--- src/rtl/fpmul_arbiter.sv ---
// fpmul_arbiter: round-robin sharing of one val/rdy fixed-point multiplier
// among NREQ requesters, one operation in flight at a time.
// Optional build macro FPMUL_ARB_STATS_EN adds op_count / stall_count outputs.
module fpmul_arbiter #(
  parameter  int unsigned NREQ = 4,
  parameter  int unsigned N    = 32,
  localparam int unsigned IDXW = $clog2(NREQ)
) (
  input  logic                clk,
  input  logic                reset_n,
  input  logic [NREQ-1:0]     req_val,
  output logic [NREQ-1:0]     req_rdy,
  input  logic [NREQ*N-1:0]   req_a,
  input  logic [NREQ*N-1:0]   req_b,
  output logic [NREQ-1:0]     resp_val,
  input  logic [NREQ-1:0]     resp_rdy,
  output logic [N-1:0]        resp_c,
  output logic [IDXW-1:0]     grant_idx,
  output logic                mul_snd_val,
  input  logic                mul_snd_rdy,
  output logic [N-1:0]        mul_a,
  output logic [N-1:0]        mul_b,
  input  logic                mul_rcv_val,
  output logic                mul_rcv_rdy,
  input  logic [N-1:0]        mul_c
`ifdef FPMUL_ARB_STATS_EN
  ,
  output logic [31:0]         op_count,
  output logic [31:0]         stall_count
`endif
);

  typedef enum logic [1:0] {S_IDLE, S_ISSUE, S_WAIT, S_RESP} state_t;

  state_t          state;
  logic [IDXW-1:0] prio;
  logic [N-1:0]    op_a;
  logic [N-1:0]    op_b;

  logic            found_hi;
  logic            found_lo;
  logic [IDXW-1:0] idx_hi;
  logic [IDXW-1:0] idx_lo;
  logic            sel_found;
  logic [IDXW-1:0] sel_idx;
  logic [N-1:0]    sel_a;
  logic [N-1:0]    sel_b;
  logic            accept;
  logic            resp_hs;

  assign mul_a = op_a;
  assign mul_b = op_b;

  // Round-robin pick: first valid at or above prio, else first valid below prio.
  always_comb begin
    found_hi = 1'b0;
    found_lo = 1'b0;
    idx_hi   = '0;
    idx_lo   = '0;
    for (int i = 0; i < int'(NREQ); i++) begin
      if (req_val[i] && (IDXW'(i) >= prio) && !found_hi) begin
        found_hi = 1'b1;
        idx_hi   = IDXW'(i);
      end
      if (req_val[i] && (IDXW'(i) < prio) && !found_lo) begin
        found_lo = 1'b1;
        idx_lo   = IDXW'(i);
      end
    end
    sel_found = found_hi | found_lo;
    sel_idx   = found_hi ? idx_hi : idx_lo;
  end

  // Operand mux and one-hot accept for the selected requester, IDLE only.
  always_comb begin
    sel_a   = '0;
    sel_b   = '0;
    req_rdy = '0;
    for (int i = 0; i < int'(NREQ); i++) begin
      if (IDXW'(i) == sel_idx) begin
        sel_a = req_a[i*N +: N];
        sel_b = req_b[i*N +: N];
      end
      req_rdy[i] = (state == S_IDLE) && sel_found && (IDXW'(i) == sel_idx);
    end
  end

  assign accept  = (state == S_IDLE) && sel_found;
  assign resp_hs = |(resp_val & resp_rdy);

  // Control FSM with registered multiplier/response handshakes.
  always_ff @(posedge clk or negedge reset_n) begin
    if (!reset_n) begin
      state       <= S_IDLE;
      prio        <= '0;
      grant_idx   <= '0;
      op_a        <= '0;
      op_b        <= '0;
      resp_c      <= '0;
      resp_val    <= '0;
      mul_snd_val <= 1'b0;
      mul_rcv_rdy <= 1'b1;
    end else begin
      case (state)
        S_IDLE: begin
          if (accept) begin
            op_a        <= sel_a;
            op_b        <= sel_b;
            grant_idx   <= sel_idx;
            mul_snd_val <= 1'b1;
            mul_rcv_rdy <= 1'b0;
            state       <= S_ISSUE;
          end
        end
        S_ISSUE: begin
          if (mul_snd_rdy) begin
            mul_snd_val <= 1'b0;
            mul_rcv_rdy <= 1'b1;
            state       <= S_WAIT;
          end
        end
        S_WAIT: begin
          if (mul_rcv_val) begin
            resp_c <= mul_c;
            for (int i = 0; i < int'(NREQ); i++) begin
              resp_val[i] <= (IDXW'(i) == grant_idx);
            end
            mul_rcv_rdy <= 1'b0;
            state       <= S_RESP;
          end
        end
        S_RESP: begin
          if (resp_hs) begin
            resp_val    <= '0;
            prio        <= (grant_idx == IDXW'(NREQ - 1)) ? '0 : grant_idx + IDXW'(1);
            mul_rcv_rdy <= 1'b1;
            state       <= S_IDLE;
          end
        end
        default: state <= S_IDLE;
      endcase
    end
  end

`ifdef FPMUL_ARB_STATS_EN
  // Saturating completed-operation and blocked-request counters.
  always_ff @(posedge clk or negedge reset_n) begin
    if (!reset_n) begin
      op_count    <= '0;
      stall_count <= '0;
    end else begin
      if (resp_hs && (op_count != '1)) begin
        op_count <= op_count + 32'd1;
      end
      if ((|req_val) && !(|req_rdy) && (stall_count != '1)) begin
        stall_count <= stall_count + 32'd1;
      end
    end
  end
`endif

endmodule
--- config.mk ---
export PLATFORM = sky130hd
export DESIGN_NAME = fpmul_arbiter
export DESIGN_NICKNAME = d
export VERILOG_FILES = /design/src/rtl/fpmul_arbiter.sv
export SDC_FILE = /design/constraint.sdc
export NUM_CORES = 1
export LEC_CHECK = 0
export BUFFER_PORTS_ARGS = -buffer_cell sky130_fd_sc_hd__buf_2
export CAP_MARGIN = 30
export CORE_AREA = 2 2 160 162
export CTS_CLUSTER_DIAMETER = 80
export CTS_CLUSTER_SIZE = 40
export DETAILED_ROUTE_END_ITERATION = 10
export DIE_AREA = 0 0 162 164
export GPL_TIMING_DRIVEN = 0
export REMOVE_ABC_BUFFERS = 1
export SLEW_MARGIN = 25
export SYNTH_ARGS = -nofsm -noshare
export SYNTH_HDL_FRONTEND = slang
export SYNTH_SLANG_ARGS = --single-unit
--- constraint.sdc ---
create_clock -name clk -period 1.9 [get_ports clk]
set_input_delay 0.19 -clock clk [delete_from_list [all_inputs] [get_ports clk]]
set_output_delay 0.19 -clock clk [all_outputs]
set_load 0.03 [all_outputs]
==> key figures <==
Yosys
  • Synth warn: 0
  • Mapped Area: ~0.0063 sq mm
  • Post-Synth XOR/XNOR Area: 0%
  • Register area share after synthesis: between 40% and 50%
  • Synth Area in Compound Gates: between 20% and 30%
  • Number of synthesized flops with an enable pin: 0
  • Netlist cell types: 55
  • Ys flop type: dfrtp_1
  • Async set-or-reset flop fraction in the synthesized netlist: 100%
  • Largest family of logic cells by synthesized area: compound AO/OA/AOI/OAI gates
  • Avg Synthesized Cell Area: between 10 and 15 sq um
  • Post-Syn Instances: between 600 and 700
  • Yosys reg bits: between 100 and 150
  • Simple-Gate Fraction of Synth Area: between 10% and 20%
  • Mux cell area share after synthesis: 11.4%
  • Synth Area in Adders: 1.77%

Timing
  • FMAX: ~500 MHz
  • Worst setup margin: -0.0950 ns
  • Clk_skew: approximately 0.014 ns
  • Final Hold Vio Count: 0
  • Final setup TNS: -0.308 ns
  • Rel. slew slack: between 50 and 60%
  • Slew @ Worst Pin: just under 0.7 ns
  • RSZ-0062 raised after global routing: true
  • Setup-failing EPs final: 11
  • Fin crit share: 105%
  • Final Max Tran Viols: 0
  • Min cycle time layout: 1.99 ns
  • WHS: about 0.052 ns

Global routing
  • Antenna violations before repair: 1
  • Global-route wire length before repair: around 41000 um
  • Total gr overflow: 0
  • Total track usage: 20.6%
  • Vias in the first global route: 6895
  • Largest net degree at the start of global routing: 67

Critical path
  • CP most frequent cell: buf_6
  • Setup crit end kind: output pin
  • CP max stage delay: about 0.47 ns
  • Buffers plus inverters on the worst setup path: 4
  • CP max FO: 6
  • Slowest-stage cell, CP: dfrtp_2
  • Crit path cell chain: buf_6 > nor2b_4 > o21a_4 > nor3_4 > buf_6 > nand3_4 > inv_2 > buf_6
  • WS Path Type: reg2out
  • Startpoint Class: flip-flop
  • Worst Path Arrival: between 1.5 and 2 ns
  • Cell family with most CP delay: flip-flops
  • Req. time, crit path: between 1.5 and 2 ns

Layout
  • Final net count: around 1.4k
  • Synth-to-Final Area Change: 67.3%
  • Most frequent cells in the layout: buf_2 (401), dfrtp_1 (105), nor2_1 (59)
  • Post-route insts no fill: around 1.4k
  • Number of fill cells in the layout: between 2k and 2.5k
  • Commonest non-fill, non-tap cell in the layout: buf_2
  • Share of cells above drive strength 1: 62.1%
  • Core Util, Final: between 40% and 50%

Pwr
  • Tot Pwr: 18.0 mW
  • Leakage: ~4.9 nW
  • Max VDD drop: between 0.0008 and 0.0009 V
  • Pwr/cell area: between 1500 and 2000 mW/mm^2

Drt
  • Vias/cell: between 5 and 6
  • Vias: around 7k
  • WL final: 29400 um
  • DRT Pass-1 Iters: 5
  • Wire per inst: between 20 and 25 um
  • Routed Antenna Nets: 0
  • Drt drc: 0
  • DRT iter0 DRCs: 491

Clock network
  • TritonCTS buffer count: 9
  • Buffer depth of the longest clock path: 2
  • Worst-Skew Late Latency: about 0.36 ns
  • CTS HTree Levels: 3
  • CTS root buf: clkbuf_16
  • TritonCTS clock tree: built
  • # clock sinks: about 110
  • Reg clk slew, reported paths: around 0.09 ns

Placement
  • I/O Buffers: ~410
  • Placed Cells: around 1.3k
  • Routability congestion estimate from global placement: a little under 0.9
  • Post-DP HPWL: 19600 um

Floorplan
  • I/O pin total: roughly 410
  • Starting density of the core: about a quarter
  • Width of the chip: about 160 um
  • Die H: 164 um
  • Row count: 58
  • Die ar.: 0.0266 sq mm
  • Core ar.: between 0.02 and 0.025 sq mm

Worst hold path
  • Class of the worst hold path: in2reg

Status
  • Violations in the final reports: setup timing
  • Status: complete, but fails checks

Flow run
  • MaxCap Viol Count: 0
-- registers in the layout, indices dropped and copies added, names as in the netlist --
| name | cells |
|---|---|
| mul_b | 32 |
| mul_snd_val | 1 |
| state | 2 |
| mul_a | 32 |
| grant_idx | 2 |
| mul_rcv_rdy | 1 |
| resp_c | 32 |
| resp_val | 4 |
| prio | 2 |
-- worst paths after layout --
path / end / depth (start not counted) / slack [ns] / start
max in group asynchronous: mul_b[6]$_DFFE_PN0P_ / 3 / 0.88 / reset_n
hold reg to reg: mul_rcv_rdy$_DFFE_PN1P_ / 2 / 0.48 / mul_rcv_rdy$_DFFE_PN1P_
hold / removal: resp_c[22]$_DFFE_PN0P_ / 2 / 0.05 / mul_c[22]
setup reg to reg: mul_a[19]$_DFFE_PN0P_ / 7 / -0.02 / prio[0]$_DFFE_PN0P_
setup / recovery: req_rdy[3] / 8 / -0.09 / prio[0]$_DFFE_PN0P_
min in group asynchronous: mul_a[20]$_DFFE_PN0P_ / 2 / 0.30 / reset_n
-- worst register-to-register path: stages (launching register included) --
cell       delay [ns]
dfrtp_2          0.46
buf_6            0.13
nor2b_4          0.05
o21a_4           0.23
buf_4            0.19
o31a_1           0.32
a2111oi_4        0.35
a211oi_2         0.08
-- cell usage after synthesis, types with 10 or more instances --
library cell | number | share of area (%)
a211oi_1 | 11 | 1.3
dfrtp_1 | 107 | 42
mux2i_1 | 34 | 5.4
mux2_2 | 34 | 6.0
a221oi_2 | 29 | 6.9
inv_1 | 17 | 1.0
nand2_1 | 31 | 1.8
clkbuf_1 | 20 | 1.2
nand4_1 | 11 | 1.1
o31a_1 | 10 | 1.4
a21oi_1 | 31 | 2.4
a221oi_1 | 15 | 2.1
a21o_1 | 11 | 1.3
o22ai_1 | 35 | 3.4
buf_2 | 24 | 1.9
o31ai_1 | 12 | 1.4
o221ai_1 | 15 | 2.1
nor2_1 | 63 | 3.7
-- where the power goes --
| part | total [mW] | leakage [nW] | internal, mW | switching (mW) |
|---|---|---|---|---|
| logic | 11.9 | 3.52 | 4.85 | 7.06 |
| registers | 4.13 | 1.24 | 3.47 | 0.651 |
| clock network | 2.00 | 0.151 | 0.949 | 1.05 |
| total | 18.0 | 4.91 | 9.28 | 8.77 |
-- per-stage QoR --
step                cell area [sq um]  setup slack [ns]
floorplan                        6070             -4.14
global placement                 8520             -7.49
detailed placement               8870             -1.06
CTS                             10100            -0.103
global route                    10600            -0.161
finish                          10600           -0.0950
-- cell type report --
cell class,count,area (sq um),share of cell area [%]
Sequential cell,108,2710,25.5
Clock inverter,7,86.3,0.813
Tap cell,330,413,3.89
Clock buffer,9,225,2.12
Timing Repair Buffer,495,3200,30.2
Multi-Input combinational cell,428,3900,36.8
Antenna cell,2,5.00,0.0471
Inverter,20,77.6,0.730
-- cell families after synthesis --
| group | count (synthesis) |
|---|---|
| simple gates | 136 |
| compound gates | 209 |
| fa+ha+maj | 9 |
| mux | 68 |
| flops | 108 |
| buf+inv | 75 |
-- routing by layer --
layer / share of wire [%] / track usage (%) / up-vias
met3: 7.1 / 4.24 / 48
met4: 2.9 / 8.05 / 0
met2: 52 / 37.6 / 367
met5: 0 / 0 / -
li1: - / - / 3259
met1: 38 / 23.7 / 3450
-- what timing repair did --
action | 4_1_cts | 5_1_grt
pin swaps | 15 | 44
buffers inserted | 48 | 21
cloned | 9 | 3
hold buffers | 1 | 0
resized for setup | 77 | 56
endpoints found under the hold margin | 41 | 0
setup endpoints to repair | 70 | 56
(Power assumes the default switching activity.)
